==> config.mk <==
export PLATFORM = sky130hd
export DESIGN_NAME = axi_eth_txgen
export DESIGN_NICKNAME = d
export VERILOG_FILES = /design/src/rtl/axi_eth_txgen.sv
export SDC_FILE = /design/constraint.sdc
export NUM_CORES = 1
export LEC_CHECK = 0
export BUFFER_PORTS_ARGS = -buffer_cell sky130_fd_sc_hd__buf_2
export CAP_MARGIN = 5
export CORE_ASPECT_RATIO = 1.75
export CORE_MARGIN = 1
export CORE_UTILIZATION = 35
export CTS_CLUSTER_DIAMETER = 60
export CTS_CLUSTER_SIZE = 14
export DETAILED_ROUTE_END_ITERATION = 7
export GPL_ROUTABILITY_DRIVEN = 1
export SYNTH_ARGS = -nofsm -noshare
export SYNTH_HDL_FRONTEND = slang
export SYNTH_SLANG_ARGS = --single-unit
==> constraint.sdc <==
create_clock -name mm2s_clk -period 4.1 [get_ports mm2s_clk]
set_input_delay 0.41 -clock mm2s_clk [delete_from_list [all_inputs] [get_ports mm2s_clk]]
set_output_delay 0.41 -clock mm2s_clk [all_outputs]
set_load 0.05 [all_outputs]
==> src/rtl/axi_eth_txgen.sv <==
// axi_eth_txgen: bring-up frame generator for the 10G TX path (txc 32-bit control, txd 64-bit data).
// Latency: txc_tvalid rises one cycle after an accepted start; every stream output is a register.
// Backpressure: a stalled stream (tvalid && !tready) holds its tdata/tkeep/tlast; optional stats via AXI_ETH_TXGEN_STATS_EN.
module axi_eth_txgen #(
   parameter logic [47:0] C_DST_MAC   = 48'hFFFF_FFFF_FFFF,
   parameter logic [47:0] C_SRC_MAC   = 48'h000A_3500_0001,
   parameter logic [15:0] C_ETHERTYPE = 16'h88B5,
   parameter int          C_MAX_LEN   = 9018,
   parameter int          C_IFG       = 4
) (
   input  logic        mm2s_clk,
   input  logic        mm2s_resetn,
   input  logic        start,
   input  logic        stop,
   input  logic [15:0] frame_len,
   input  logic [15:0] frame_cnt,
   output logic [31:0] txc_tdata,
   output logic [3:0]  txc_tkeep,
   output logic        txc_tvalid,
   output logic        txc_tlast,
   input  logic        txc_tready,
   output logic [63:0] txd_tdata,
   output logic [7:0]  txd_tkeep,
   output logic        txd_tvalid,
   output logic        txd_tlast,
   input  logic        txd_tready,
   output logic        busy,
   output logic        done,
   output logic [31:0] frames_sent,
   output logic [31:0] byte_cnt
);

   typedef enum logic [1:0] {
      S_IDLE = 2'd0,
      S_CTRL = 2'd1,
      S_DATA = 2'd2,
      S_GAP  = 2'd3
   } state_e;

   localparam logic [15:0]  MAX_LEN  = 16'(C_MAX_LEN);
   localparam logic [15:0]  MIN_LEN  = 16'd60;
   // GAP always lasts at least one cycle, even with no inter-frame gap configured.
   localparam logic [15:0]  GAP_LAST = (C_IFG == 0) ? 16'd0 : 16'(C_IFG - 1);
   // Frame header bytes 0..13 packed so that byte n sits at bits [8*(13-n) +: 8].
   localparam logic [111:0] HDR      = {C_DST_MAC, C_SRC_MAC, C_ETHERTYPE};

   state_e      state_q, state_d;
   logic [15:0] len_q, len_d;
   logic [15:0] cnt_q, cnt_d;
   logic [31:0] k_q, k_d;
   logic [2:0]  word_q, word_d;
   logic [12:0] beat_q, beat_d;
   logic [12:0] last_beat_q, last_beat_d;
   logic [15:0] gap_q, gap_d;
   logic        stop_q, stop_d;
   logic [31:0] txc_tdata_q, txc_tdata_d;
   logic [3:0]  txc_tkeep_q, txc_tkeep_d;
   logic        txc_tvalid_q, txc_tvalid_d;
   logic        txc_tlast_q, txc_tlast_d;
   logic [63:0] txd_tdata_q, txd_tdata_d;
   logic [7:0]  txd_tkeep_q, txd_tkeep_d;
   logic        txd_tvalid_q, txd_tvalid_d;
   logic        txd_tlast_q, txd_tlast_d;
   logic        done_q, done_d;
   logic [31:0] frames_q, frames_d;

   logic        txc_hs;
   logic        txd_hs;
   logic [15:0] len_clamp;
   logic [16:0] len_clamp_p7;
   logic [12:0] last_beat_new;
   logic [7:0]  last_keep;
   logic [12:0] nxt_beat;

   // Control word w of the current frame.
   function automatic logic [31:0] ctrl_word(input logic [2:0] w, input logic [15:0] len,
                                             input logic [31:0] k);
      logic [31:0] r;
      case (w)
         3'd0:    r = 32'hA000_0000;
         3'd4:    r = {16'h0000, len};
         3'd5:    r = k;
         default: r = 32'h0000_0000;
      endcase
      return r;
   endfunction

   // Eight frame bytes of data beat 'beat'; byte n lands in lane n%8.
   function automatic logic [63:0] data_beat(input logic [12:0] beat, input logic [7:0] k8);
      logic [63:0] d;
      logic [15:0] n;
      d = '0;
      for (int i = 0; i < 8; i++) begin
         n = {beat, 3'(i)};
         if (n < 16'd14) begin
            d[8*i +: 8] = HDR[(13 - int'(n[3:0]))*8 +: 8];
         end else begin
            d[8*i +: 8] = n[7:0] + k8;
         end
      end
      return d;
   endfunction

   assign txc_hs        = txc_tvalid_q & txc_tready;
   assign txd_hs        = txd_tvalid_q & txd_tready;
   assign len_clamp     = (frame_len < MIN_LEN) ? MIN_LEN :
                          (frame_len > MAX_LEN) ? MAX_LEN : frame_len;
   assign len_clamp_p7  = {1'b0, len_clamp} + 17'd7;
   assign last_beat_new = 13'((len_clamp_p7 >> 3) - 17'd1);
   assign last_keep     = (len_q[2:0] == 3'd0) ? 8'hFF : ((8'd1 << len_q[2:0]) - 8'd1);
   assign nxt_beat      = (state_q == S_CTRL) ? 13'd0 : (beat_q + 13'd1);

   // Next-state and next-output logic for the frame sequencer.
   always_comb begin
      state_d      = state_q;
      len_d        = len_q;
      cnt_d        = cnt_q;
      k_d          = k_q;
      word_d       = word_q;
      beat_d       = beat_q;
      last_beat_d  = last_beat_q;
      gap_d        = gap_q;
      stop_d       = stop_q;
      txc_tdata_d  = txc_tdata_q;
      txc_tkeep_d  = txc_tkeep_q;
      txc_tvalid_d = txc_tvalid_q;
      txc_tlast_d  = txc_tlast_q;
      txd_tdata_d  = txd_tdata_q;
      txd_tkeep_d  = txd_tkeep_q;
      txd_tvalid_d = txd_tvalid_q;
      txd_tlast_d  = txd_tlast_q;
      frames_d     = frames_q;
      done_d       = 1'b0;

      // A stop seen anywhere in a run is remembered until the frame ends.
      if (stop && (state_q != S_IDLE)) begin
         stop_d = 1'b1;
      end

      case (state_q)
         S_IDLE: begin
            stop_d = 1'b0;
            if (start && !stop) begin
               len_d        = len_clamp;
               cnt_d        = frame_cnt;
               k_d          = 32'd0;
               last_beat_d  = last_beat_new;
               word_d       = 3'd0;
               txc_tdata_d  = ctrl_word(3'd0, len_clamp, 32'd0);
               txc_tkeep_d  = 4'hF;
               txc_tvalid_d = 1'b1;
               txc_tlast_d  = 1'b0;
               state_d      = S_CTRL;
            end
         end
         S_CTRL: begin
            if (txc_hs) begin
               if (word_q == 3'd5) begin
                  // Control stream done; hand over to the data stream next cycle.
                  txc_tvalid_d = 1'b0;
                  txc_tlast_d  = 1'b0;
                  beat_d       = nxt_beat;
                  txd_tdata_d  = data_beat(nxt_beat, k_q[7:0]);
                  txd_tlast_d  = (nxt_beat == last_beat_q);
                  txd_tkeep_d  = (nxt_beat == last_beat_q) ? last_keep : 8'hFF;
                  txd_tvalid_d = 1'b1;
                  state_d      = S_DATA;
               end else begin
                  word_d      = word_q + 3'd1;
                  txc_tdata_d = ctrl_word(word_q + 3'd1, len_q, k_q);
                  txc_tlast_d = ((word_q + 3'd1) == 3'd5);
               end
            end
         end
         S_DATA: begin
            if (txd_hs) begin
               if (txd_tlast_q) begin
                  txd_tvalid_d = 1'b0;
                  txd_tlast_d  = 1'b0;
                  frames_d     = frames_q + 32'd1;
                  k_d          = k_q + 32'd1;
                  gap_d        = 16'd0;
                  state_d      = S_GAP;
               end else begin
                  beat_d      = nxt_beat;
                  txd_tdata_d = data_beat(nxt_beat, k_q[7:0]);
                  txd_tlast_d = (nxt_beat == last_beat_q);
                  txd_tkeep_d = (nxt_beat == last_beat_q) ? last_keep : 8'hFF;
               end
            end
         end
         S_GAP: begin
            if (gap_q == GAP_LAST) begin
               if (stop_q || stop) begin
                  state_d = S_IDLE;
               end else if ((cnt_q != 16'd0) && (k_q == {16'd0, cnt_q})) begin
                  state_d = S_IDLE;
               end else begin
                  word_d       = 3'd0;
                  txc_tdata_d  = ctrl_word(3'd0, len_q, k_q);
                  txc_tkeep_d  = 4'hF;
                  txc_tvalid_d = 1'b1;
                  txc_tlast_d  = 1'b0;
                  state_d      = S_CTRL;
               end
            end else begin
               gap_d = gap_q + 16'd1;
            end
         end
         default: begin
            state_d = S_IDLE;
         end
      endcase

      done_d = (state_q != S_IDLE) && (state_d == S_IDLE);
   end

   // State and output registers; reset abandons any frame in flight.
   always_ff @(posedge mm2s_clk or negedge mm2s_resetn) begin
      if (!mm2s_resetn) begin
         state_q      <= S_IDLE;
         len_q        <= '0;
         cnt_q        <= '0;
         k_q          <= '0;
         word_q       <= '0;
         beat_q       <= '0;
         last_beat_q  <= '0;
         gap_q        <= '0;
         stop_q       <= 1'b0;
         txc_tdata_q  <= '0;
         txc_tkeep_q  <= '0;
         txc_tvalid_q <= 1'b0;
         txc_tlast_q  <= 1'b0;
         txd_tdata_q  <= '0;
         txd_tkeep_q  <= '0;
         txd_tvalid_q <= 1'b0;
         txd_tlast_q  <= 1'b0;
         done_q       <= 1'b0;
         frames_q     <= '0;
      end else begin
         state_q      <= state_d;
         len_q        <= len_d;
         cnt_q        <= cnt_d;
         k_q          <= k_d;
         word_q       <= word_d;
         beat_q       <= beat_d;
         last_beat_q  <= last_beat_d;
         gap_q        <= gap_d;
         stop_q       <= stop_d;
         txc_tdata_q  <= txc_tdata_d;
         txc_tkeep_q  <= txc_tkeep_d;
         txc_tvalid_q <= txc_tvalid_d;
         txc_tlast_q  <= txc_tlast_d;
         txd_tdata_q  <= txd_tdata_d;
         txd_tkeep_q  <= txd_tkeep_d;
         txd_tvalid_q <= txd_tvalid_d;
         txd_tlast_q  <= txd_tlast_d;
         done_q       <= done_d;
         frames_q     <= frames_d;
      end
   end

   assign txc_tdata   = txc_tdata_q;
   assign txc_tkeep   = txc_tkeep_q;
   assign txc_tvalid  = txc_tvalid_q;
   assign txc_tlast   = txc_tlast_q;
   assign txd_tdata   = txd_tdata_q;
   assign txd_tkeep   = txd_tkeep_q;
   assign txd_tvalid  = txd_tvalid_q;
   assign txd_tlast   = txd_tlast_q;
   assign busy        = (state_q != S_IDLE);
   assign done        = done_q;
   assign frames_sent = frames_q;

`ifdef AXI_ETH_TXGEN_STATS_EN
   logic [31:0] byte_cnt_q, byte_cnt_d;
   logic [3:0]  keep_ones;

   // Add the number of enabled lanes of every accepted data beat.
   always_comb begin
      keep_ones = 4'd0;
      for (int i = 0; i < 8; i++) begin
         keep_ones = keep_ones + {3'd0, txd_tkeep_q[i]};
      end
      byte_cnt_d = byte_cnt_q;
      if (txd_hs) begin
         byte_cnt_d = byte_cnt_q + {28'd0, keep_ones};
      end
   end

   // Byte counter register, wraps at 2^32.
   always_ff @(posedge mm2s_clk or negedge mm2s_resetn) begin
      if (!mm2s_resetn) begin
         byte_cnt_q <= '0;
      end else begin
         byte_cnt_q <= byte_cnt_d;
      end
   end

   assign byte_cnt = byte_cnt_q;
`else
   assign byte_cnt = 32'd0;
`endif

endmodule
Word level (Yosys, flattened, before mapping)
Cells that the tools add are included.
{ "totals": {"reg_bits": 257, "input_bits": 38, "out_inout_bits": 178, "elab_cells": 204} }
{ "classes": {"add_sub_neg": 24, "magnitude_cmp": 10, "n_eq_ne": 20, "n_shift": 9, "muxes": 91, "bitwise_logic": 2, "n_reduce_logical": 29} }
{ "ops": {"columns": ["operator", "count"], "rows": [
  ["variable part select 112 x 8 -> 8 bit (first input constant)", 8],
  ["two-way mux 32 bit", 9],
  ["two-way mux 64 bit", 4],
  ["case mux 32 bit (3 select lines)", 2],
  ["< comparator 16 x 4 -> 1 bit (second input constant)", 8],
  ["case mux 64 bit (2 select lines)", 1],
  ["two-way mux 8 bit", 14],
  ["two-way mux 16 bit", 5],
  ["two-way mux 13 bit", 5],
  ["adder 32 x 1 -> 32 bit (second input constant)", 2],
  ["adder 8 bit", 8],
  ["case mux 32 bit (2 select lines)", 1],
  ["subtractor 4 x 4 -> 5 bit (first input constant)", 8],
  ["== test 32 x 16 -> 1 bit", 1],
  ["case mux 16 bit (2 select lines)", 1],
  ["case mux 13 bit (2 select lines)", 1],
  ["two-way mux 1 bit", 24],
  ["!= test 2 bit (second input constant)", 10],
  ["two-way mux 3 bit", 6],
  ["adder 16 x 1 -> 16 bit (second input constant)", 1],
  ["adder 16 x 3 -> 16 bit (second input constant)", 1],
  ["== test 16 x 2 -> 1 bit (second input constant)", 1],
  ["greater-than comparator 16 x 14 -> 1 bit (second input constant)", 1],
  ["< comparator 16 x 6 -> 1 bit (second input constant)", 1],
  ["other kinds (33)", 62]
]} }

Longest topological paths before layout
Gate-level depths: netlist of the first run.
{ "logic_depth": {"depth_word": 8, "ltp_mapped": 15, "mapped_depth_nobuf": 13} }

Least setup slack after synthesis of the first run
OpenSTA, ideal clock, no wires.
{ "synth_timing": {"path_kind": "flip-flop to flip-flop", "from": "register state_q[1]", "to": "register txd_tdata_q[30] (netlist: txd_tdata[30])", "setup_time_ns": 0.126, "arrival_time_ns": 3.109, "required_ns": 3.974, "slack_ns": 0.865, "stages_incl_launch_ff": 14, "n_path_buf": 4, "synth_period_minus_slack_ns": 3.235, "cell_sequence": "dfrtp_1 > clkbuf_1 > nand2b_1 > clkbuf_1 > clkbuf_1 > buf_1 > nand2_1 > inv_1 > ha_1 > a21o_1 > a21oi_1 > o21ai_0 > xor2_1 > a221o_1"} }
{ "synth_between": {"elab_chain_len": 8, "word_cells_on_any_way": 19, "classes_between": "add/sub (2); order compare (1); eq/ne (6); shift (1); mux (7); reduce/logical (2)"} }
{ "synth_lines": {"columns": ["element", "line_no", "source"], "rows": [
  ["start: declaration", "47", "state_e state_q, state_d;"],
  ["start signal: assignment", "241", "state_q <= state_d;"],
  ["== test 2 x 1 -> 1 bit", "111, 140", null],
  ["two-way mux 13 bit", "111", "assign nxt_beat = (state_q == S_CTRL) ? 13'd0 : (beat_q + 13'd1);"],
  ["subtractor 4 x 4 -> 5 bit", "96", "d[8*i +: 8] = HDR[(13 - int'(n[3:0]))*8 +: 8];"],
  ["variable part select 112 x 8 -> 8 bit", "96", null],
  ["two-way mux 8 bit", "95", "if (n < 16'd14) begin"],
  ["two-way mux 64 bit (on tied branches)", "177, 158", null],
  ["two-way mux 64 bit (on tied branches)", "176, 157", null],
  ["case mux 64 bit (2 select lines)", "140", "case (state_q)"],
  ["end signal: assignment", "254", "txd_tdata_q <= txd_tdata_d;"],
  ["end: declaration", "60", "logic [63:0] txd_tdata_q, txd_tdata_d;"]
]} }
Several ways; a longest one is shown, not always the timed one. The select of a mux whose other input is x is not followed.
A chain may end at the register's enable or synchronous reset.

Worst setup path in the final report of the first run
{ "layout_timing": {"from": "register beat_q[0]", "to": "register txd_tdata_q[10] (netlist: txd_tdata[10])"} }
{ "layout_between": {"elab_chain_len": 8, "word_cells_on_any_way": 11, "classes_between": "add/sub (2); order compare (1); shift (1); mux (7)"} }
{ "layout_lines": {"columns": ["element", "line_no", "source"], "rows": [
  ["start: declaration", "52", "logic [12:0] beat_q, beat_d;"],
  ["start signal: assignment", "246", "beat_q <= beat_d;"],
  ["adder 13 x 1 -> 13 bit (*)", "111", null],
  ["two-way mux 13 bit (*)", "111", null],
  ["subtractor 4 x 4 -> 5 bit", "96", null],
  ["variable part select 112 x 8 -> 8 bit", "96", null],
  ["two-way mux 8 bit (*)", "95", null],
  ["two-way mux 64 bit (on tied branches)", "177, 158", null],
  ["two-way mux 64 bit (on tied branches)", "176, 157", null],
  ["case mux 64 bit (2 select lines) (*)", "140", null]
]} }
Every way passes the cells marked *; elsewhere a longest branch is shown, timed or not. The select of a mux whose other input is x is not followed.

==> results of run 1 <==
area by class of cell:
cell class	count	area [um^2]	share of cell area [%]
clock inverter	5	35.03	0.2302
antenna	1	2.502	0.01645
multi-input combinational	1101	6499	42.71
sequential	250	6256	41.12
timing repair buffer	209	1136	7.467
inverter	24	90.09	0.5921
tap	480	600.6	3.947
clock buffer	26	596.8	3.922
registers in the layout, indices dropped and copies added, names as in the netlist, 2 cells and up:
| register | flops |
|---|---|
| gap_q | 16 |
| k_q | 32 |
| frames_sent | 32 |
| len_q | 16 |
| word_q | 3 |
| last_beat_q | 13 |
| txc_tdata | 32 |
| txd_tdata | 60 |
| state_q | 2 |
| cnt_q | 16 |
| txd_tkeep | 8 |
| beat_q | 13 |
routing by layer:
metal | vias to the layer above | wire (um)
met1 | 5422 | 15170
met4 | 0 | 1894
met2 | 317 | 20890
met3 | 91 | 1627
li1 | 5289 | -
met5 | - | 0
timing repair:
| item | CTS | global route |
|---|---|---|
| hold buffers | 1 | 0 |
| endpoints found under the setup margin | 0 | 0 |
| endpoints found under the hold margin | 8 | 0 |
power by group through the flow:
stage | Sequential, uW | Clock [uW] | Combinational [uW]
floorplan | 2550 | 0 | 205
global placement | 2570 | 0 | 286
detailed placement | 2570 | 0 | 287
CTS | 2520 | 2060 | 290
global route | 2530 | 2140 | 316
finish | 2530 | 2000 | 286
cells by family (layout without fill, tap and decap cells):
logic type | Yosys count | after routing | synth area share (%)
adder cells (fa/ha/maj) | 24 | 24 | 2.365
buffers and inverters | 153 | 264 | 5.518
multiplexers | 2 | 2 | 0.1689
flip-flops | 250 | 250 | 46.92
XOR/XNOR | 152 | 152 | 9.984
AO/OA/AOI/OAI | 293 | 293 | 14.33
AND/OR/NAND/NOR | 598 | 598 | 20.69
other | 1 | 33 | 0.02812
per-stage QoR:
stage,area (um^2),util (%)
final,15220,40.56
after global routing,15220,40.56
after CTS,15210,40.55
after detailed placement,14570,38.84
after global placement,14570,38.84
after floorplan,13450,-
path summary, 6_finish.rpt:
check | startpoint | slack [ns] | depth (start not counted) | endpoint
max | beat_q[0] | 0.83 | 9 | txd_tdata[10]
min | frame_cnt[13] | 0.06 | 3 | cnt_q[13]
max reg2reg | beat_q[0] | 0.83 | 9 | txd_tdata[10]
min reg2reg | txd_tkeep[0] | 0.46 | 1 | txd_tkeep[0]
max in group asynchronous | mm2s_resetn | 2.55 | 3 | frames_sent[10]
min in group asynchronous | mm2s_resetn | 0.50 | 2 | len_q[12]
synth_stat cells (5+ instances only):
library cell    n
o31ai_1        39
nor4_1         20
a31oi_1        27
and4_1          7
nor2_1        159
xnor2_1        92
inv_1          24
o22a_1         11
a21o_1          5
nor2b_1         9
buf_2           6
a22o_1          5
o211ai_1        5
a221o_1         7
and3_1         14
clkbuf_1       70
nor3_1         21
a211oi_1        6
ha_1           22
nand2_1       230
o21ai_0       101
a22oi_1        17
a21oi_1        39
or3_1          17
dfrtp_1       250
buf_4          39
nand3_1        43
or4_1           7
nand2b_1        7
nand4_1        37
and2_1          7
buf_1          13
xor2_1         60
worst max-delay path, stage by stage, from the launching register on:
cell and delay (ns):
dfrtp_1 0.47, ha_1 0.39, nand3_1 0.21, or4b_1 0.50, a211oi_1 0.27, a21oi_1 0.18, nor3_1 0.24, buf_4 0.22
a21o_1 0.44, o21ai_0 0.18
==> impl_metrics.yaml, run 1 <==
global_route:
  grt_util_met1_pct: 22.89
  use_met3_pct: 2.860
  grt_usage_pct: 20.60
  busiest_layer: "met2"
  grt_pass1_vias: 11130
  overflow: 0
  antenna_found_initial: 2
  use_met2_pct: 37.72
  grt_max_degree: 116
  grt_pass1_wl_mm: 62.07
power_and_ir_drop:
  pwr-share-clk_pct: 41.6
  power.switching_uw: 1216
  power_frac_comb_pct: 5.9
  pwr-share-seq_pct: 52.5
  power_uw: 4814
  power.density_nw_per_um2: 316.4
  internal_power_uw: 3599
  p_leak_uw: 0.007137
  vdd_ir_drop_max_v: 0.0003104
  switching_share_pct: 25.25
finish:
  fillers: 3764
  nNetsFinal: 1671
  final_cell_mix: "250 x dfrtp_1, 230 x nand2_1, 182 x buf_2, 159 x nor2_1, 101 x o21ai_0"
  fin_cells: 2096
  syn2layout_area_growth_pct: 14.11
  mostFrequentLayoutCell: "dfrtp_1"
  drive_above_1_share_pct: 15.85
sta:
  setup_ws_ns: 0.8323
  rsz0062_at_grt: "false"
  maxSlewHeadroom_pct: 34.13
  setup_viol: 0
  hold_viol_final: 0
  drv_slew: 0
  period_needed_ns: 3.268
  fin_skew_ns: 0.01161
  worstMarginPinSlew_ns: 0.9880
  tns_ns: 0
  hold_slack_ns: 0.06200
  finalCritPeriodShare_pct: 79.70
  max_freq_mhz: 306.0
die:
  coreArea_um2: 37520
  die_area_um2: 38910
  ios: 216
  die_w_um: 149.5
  fp.dieH_um: 260.2
  start_util_pct: 35.54
  rows: 94
worst_hold_path:
  hp-class: "in -> reg"
detailed_routing:
  wl_per_cell_um: 18.89
  dr_total_vias: 11120
  drc_errors: 0
  wl_mm: 39.59
  viasPerCell: 5.305
  drt_iter0_drc: 619
  ant_nets: 0
  firstDrtPassIters: 5
yosys:
  synth-edff-count: 0
  ys_types: 70
  ys.flop_type: "dfrtp_1"
  synth_top_area_share_pct: 46.92
  yosys.area.top_type: "dfrtp_1"
  ys_seq_area_share_pct: 46.92
  syn_area_per_cell_um2: 9.052
  synthArstFlopShare_pct: 100.0
  syn_area_um2: 13330
  syn_inst: 1473
  synthTopCellsByArea: "dfrtp_1 47%, nand2_1 6.5%, xnor2_1 6.0%, nor2_1 4.5%, xor2_1 3.9%"
  synth-seq-cells: 250
  yosysWarnings: 0
place:
  dp_slack_ns: 0.8429
  port_buffers: 183
  place_hpwl_mm: 29.16
  post-place-cells: 2063
  gp_congestion: 0.9072
setup_path:
  critPathRequiredTime_ns: 4.49
  arrival_ns: 3.65
  crit_path_end_kind: "register"
  start_kind: "register"
  path_class: "reg -> reg"
  cp_max_fo: 16
cts:
  clockRootBuffer: "clkbuf_16"
  clk_pin_slew_ns: 0.07
  cts_buffer_depth: 3
  cts_made_buffers: 23
  cts_sinks: 250
  cts_tree: "built"
  post_cts_buffers: 0
  cts-htree-levels: 1
  clk_latency_ns: 0.53
  cts_resized: 0
status:
  status: "completed"
flow_run:
  cap_violations: 0
(Power assumes the default switching activity.)
==> inputs of run 2 (changes only) <==
==> constraint.sdc (replaced) <==
create_clock -name mm2s_clk -period 3.3 [get_ports mm2s_clk]
set_input_delay 0.33 -clock mm2s_clk [delete_from_list [all_inputs] [get_ports mm2s_clk]]
set_output_delay 0.33 -clock mm2s_clk [all_outputs]
set_load 0.05 [all_outputs]
==> run 2 against run 1 <==
Design area grew 2.0%. Sequential share of layout area shrank 0.82 points. Final cell count grew 1.6%. Combinational power grew 32%. Largest power group unchanged. Critical path depth is the same. Global-route usage shrank 0.15 points.
==> impl_metrics.yaml, run 2 (synthesized netlist as in run 1, its figures left out) <==
power_and_ir_drop:
  power.density_nw_per_um2: 380.9
  pwr-share-seq_pct: 53.0
  p_leak_uw: 0.007313
  power_frac_comb_pct: 6.4
  pwr-share-clk_pct: 40.7
  vdd_ir_drop_max_v: 0.0003468
  switching_share_pct: 24.38
  power.switching_uw: 1442
  internal_power_uw: 4472
finish:
  fin_cells: 2129
  fillers: 3772
  final_cell_mix: "250 x dfrtp_1, 230 x nand2_1, 182 x buf_2, 159 x nor2_1, 101 x o21ai_0"
  drive_above_1_share_pct: 17.10
  mostFrequentLayoutCell: "dfrtp_1"
  syn2layout_area_growth_pct: 16.42
  largest_reg_flops: 60
  nNetsFinal: 1706
  antennaDiodeCount: 0
place:
  place_hpwl_mm: 29.21
  post-place-cells: 2089
  gp_congestion: 0.8929
  port_buffers: 183
  dp_slack_ns: -0.01708
setup_path:
  crit_path_end_kind: "register"
  critPathRequiredTime_ns: 3.76
  path_class: "reg -> reg"
  arrival_ns: 3.49
  start_kind: "register"
  cp_max_fo: 9
sta:
  worstMarginPinSlew_ns: 0.8573
  hold_slack_ns: 0.02268
  hold_viol_final: 0
  finalCritPeriodShare_pct: 91.90
  rsz0062_at_grt: "false"
  setup_ws_ns: 0.2674
  maxSlewHeadroom_pct: 42.85
  drv_slew: 0
  setup_viol: 0
  max_freq_mhz: 329.8
  period_needed_ns: 3.033
  fin_skew_ns: 0.01073
die:
  fp.dieH_um: 260.2
  ios: 216
  die_w_um: 149.5
  start_util_pct: 35.54
  die_area_um2: 38910
  rows: 94
  coreArea_um2: 37520
cts:
  cts_tree: "built"
  cts_made_buffers: 22
  cts_sinks: 250
  cts-htree-levels: 1
  clockRootBuffer: "clkbuf_16"
  cts_buffer_depth: 3
  clk_latency_ns: 0.52
  clk_pin_slew_ns: 0.07
global_route:
  grt_pass1_wl_mm: 62.02
  antenna_found_initial: 0
  grt_pass1_vias: 11330
  overflow: 0
  grt_max_degree: 107
  grt_usage_pct: 20.45
detailed_routing:
  ant_nets: 0
  drc_errors: 0
  drt_iter0_drc: 506
  wl_per_cell_um: 18.50
  firstDrtPassIters: 5
  dr_total_vias: 11270
  viasPerCell: 5.292
  wl_mm: 39.39
status:
  status: "completed"
worst_hold_path:
  hp-class: "in -> reg"
flow_run:
  cap_violations: 0
run 2: changes by cell type in the layout (fill, tap and decap cells not counted), moves of 2 or more:
cell / change
buf_4: +24
dlygate4sd3_1: +10
buf_12: +2
inv_6: -2
run 2: cell type report:
class                           instances  area [um^2]  share of cell area, %
Multi-Input combinational cell       1101         6505                  41.90
Sequential cell                       250         6256                  40.30
Timing Repair Buffer                  245         1456                  9.382
Tap cell                              480        600.6                  3.869
Clock buffer                           26        596.8                  3.845
Inverter                               24        90.09                 0.5803
Clock inverter                          3        18.77                 0.1209
run 2: final timing paths:
check / depth (start not counted) / endpoint / slack (ns) / from
setup / recovery: 9 / txd_tdata[21] / 0.27 / beat_q[1]
hold / removal: 3 / cnt_q[10] / 0.02 / frame_cnt[10]
setup reg to reg: 9 / txd_tdata[21] / 0.27 / beat_q[1]
hold reg to reg: 1 / frames_sent[31] / 0.47 / frames_sent[31]
max in group asynchronous: 3 / txd_tkeep[4] / 1.98 / mm2s_resetn
min in group asynchronous: 2 / len_q[8] / 0.44 / mm2s_resetn
run 2: repair_timing:
item | in CTS | in global routing
endpoints found under the setup margin | 16 | 16
hold endpoints to repair | 112 | 0
hold buffers | 11 | 0
cloned | 0 | 0
resized for setup | 1 | 1
buffers inserted | 0 | 0
run 2: power groups by stage:
stage               Clock, uW  Combinational [uW]  Sequential [uW]
finish                   2400                 378             3130
global route             2610                 415             3130
CTS                      2500                 383             3130
detailed placement          0                 370             3190
global placement            0                 367             3190
floorplan                   0                 255             3170
run 2: stage by stage:
step                total power (uW)  instance area, um^2  utilization, %  setup TNS (ns)
global placement                3556                14790           39.43               0
floorplan                       3423                13450               -               0
CTS                             6009                15520           41.37               0
finish                          5913                15520           41.38               0
global route                    6159                15520           41.38               0
detailed placement              3560                14790           39.43        -0.05157
run 2: layer usage:
metal  global-route usage [%]  routed length, um  share of wire, %
met2                    38.59              21400                54
met1                    22.84              14960                38
met3                    2.175               1601               4.1
met5                        0                  0                 0
met4                    8.447               1422               3.6
run 2: worst max-delay path, stage by stage, from the launching register on:
cell     delay [ns]
dfrtp_1        0.43
ha_1           0.37
inv_1          0.16
o21ai_0        0.23
nand4_1        0.16
or4_1          0.48
buf_4          0.19
o41ai_4        0.34
or2_1          0.40
o22a_1         0.22
==> inputs of run 3 (changes only) <==
--- a/config.mk
+++ b/config.mk
@@ -14,6 +14,8 @@
 export CTS_CLUSTER_SIZE = 14
 export DETAILED_ROUTE_END_ITERATION = 7
 export GPL_ROUTABILITY_DRIVEN = 1
+export REMOVE_ABC_BUFFERS = 1
+export SKIP_CTS_REPAIR_TIMING = 1
 export SYNTH_ARGS = -nofsm -noshare
 export SYNTH_HDL_FRONTEND = slang
 export SYNTH_SLANG_ARGS = --single-unit
==> run 3 against run 2 <==
Clock-buffer cell count decreased by 3. Worst hold slack worse by 0.019 ns. Fmax grew 4.2%. Highest routed layer unchanged.
==> impl_metrics.yaml, run 3 (synthesized netlist as in run 1, its figures left out) <==
status:
  status: "completed"
cts:
  cts_buffer_depth: 3
  clk_latency_ns: 0.55
  cts_sinks: 250
  clockRootBuffer: "clkbuf_16"
  cts_made_buffers: 22
  cts_tree: "built"
  cts-htree-levels: 1
  clk_pin_slew_ns: 0.07
power_and_ir_drop:
  switching_share_pct: 24.62
  internal_power_uw: 4482
  p_leak_uw: 0.007282
  power.switching_uw: 1464
  vdd_ir_drop_max_v: 0.0003471
  pwr-share-seq_pct: 52.6
  power.density_nw_per_um2: 383.5
  pwr-share-clk_pct: 41.1
  power_frac_comb_pct: 6.3
  power_uw: 5945
finish:
  syn2layout_area_growth_pct: 16.26
  drive_above_1_share_pct: 16.63
  final_cell_mix: "250 x dfrtp_1, 230 x nand2_1, 182 x buf_2, 159 x nor2_1, 101 x o21ai_0"
  nNetsFinal: 1701
  antennaDiodeCount: 0
  mostFrequentLayoutCell: "dfrtp_1"
  largest_reg_flops: 60
  fin_area_um2: 15500
  fillers: 3762
  fin_cells: 2122
place:
  placed_area_um2: 14740
  place_hpwl_mm: 26.99
  port_buffers: 183
  gp_congestion: 0.8475
  post-place-cells: 2081
setup_path:
  crit_path_end_kind: "register"
  path_cells: "ha_2 > or2_2 > o21ai_0 > a22oi_1 > or4_1 > nor3_1 > buf_4 > nor2_1 > a221o_1"
  reg2reg_slack_ns: 0.39
  crit_slowest_cell: "or4_1"
  cp_max_fo: 12
  path_class: "reg -> reg"
  start_kind: "register"
  critPathRequiredTime_ns: 3.71
  arrival_ns: 3.32
  slowest_delay_ns: 0.64
sta:
  hold_viol_final: 0
  period_needed_ns: 2.911
  tns_ns: 0
  hold_slack_ns: 0.004085
  setup_viol: 0
  worstMarginPinSlew_ns: 0.8250
  finalCritPeriodShare_pct: 88.21
  fin_skew_ns: 0.03009
  maxSlewHeadroom_pct: 45.00
  drv_slew: 0
  rsz0062_at_grt: "false"
  max_freq_mhz: 343.5
detailed_routing:
  viasPerCell: 5.197
  drc_errors: 0
  ant_nets: 0
  firstDrtPassIters: 5
  drt_iter0_drc: 507
  wl_mm: 36.99
  dr_total_vias: 11030
  wl_per_cell_um: 17.43
die:
  start_util_pct: 35.54
  die_w_um: 149.5
  rows: 94
  fp.dieH_um: 260.2
  coreArea_um2: 37520
  ios: 216
  die_area_um2: 38910
worst_hold_path:
  hp-class: "in -> reg"
global_route:
  grt_max_degree: 102
  overflow: 0
  grt_usage_pct: 18.97
  antenna_found_initial: 0
  grt_pass1_wl_mm: 58.46
  grt_pass1_vias: 10830
flow_run:
  cap_violations: 0
[run 3: changes by cell type in the layout (fill, tap and decap cells not counted), sizes merged]
cell         previous run  this run
bufinv                  0         1
inv                    24        25
clkinv                  3         2
dlygate4sd3            11        14
buf                   234       226
clkbuf                 26        23
[run 3: metal layers]
| layer | GRT usage, % | vias up | share of wire, % |
|---|---|---|---|
| met5 | 0 | - | 0 |
| met4 | 8.078 | 0 | 3.7 |
| met3 | 1.649 | 68 | 3.8 |
| met2 | 34.44 | 304 | 52 |
| met1 | 22.51 | 5310 | 41 |
| li1 | - | 5345 | - |
[run 3: cell type report]
type / count / area, um^2 / share of cell area (%)
flip-flops and latches: 250 / 6256 / 40.36
clock buffers: 23 / 554.3 / 3.575
multi-input cells: 1101 / 6502 / 41.95
inverters: 24 / 90.09 / 0.5811
clock inverters: 4 / 60.06 / 0.3874
well taps: 480 / 600.6 / 3.874
repair buffers: 240 / 1439 / 9.282
[run 3: through the flow]
| step | setup WS (ns) | utilization [%] |
|---|---|---|
| detailed placement | 0.2136 | 39.30 |
| global placement | 0.2910 | 39.30 |
| floorplan | -2.111 | - |
| global route | 0.1056 | 41.32 |
| CTS | 0.1736 | 40.94 |
| finish | 0.3889 | 41.32 |
[run 3: final timing paths]
check / cells after the start / to / startpoint
min: 3 / cnt_q[7] / frame_cnt[7]
min reg2reg: 1 / txd_tkeep[0] / txd_tkeep[0]
max: 9 / txd_tdata[46] / beat_q[1]
max in group asynchronous: 3 / k_q[18] / mm2s_resetn
min in group asynchronous: 2 / frames_sent[31] / mm2s_resetn
max reg2reg: 9 / txd_tdata[46] / beat_q[1]
[run 3: worst max-delay path: cells and delay by family (launching register included)]
kind / cells / cell delay [ns]
AOI/OAI and AO/OA: 3 / 0.56
adders and majority gates: 1 / 0.27
DFF: 1 / 0.44
buffers and inverters: 1 / 0.21
and+or+nand+nor: 4 / 1.30
[run 3: power groups by stage]
stage,Combinational [uW],Sequential (uW),Clock [uW]
final,372,3130,2450
after global routing,412,3130,2620
after CTS,365,3130,2550
after detailed placement,365,3190,0
after global placement,362,3180,0
after floorplan,208,3180,0
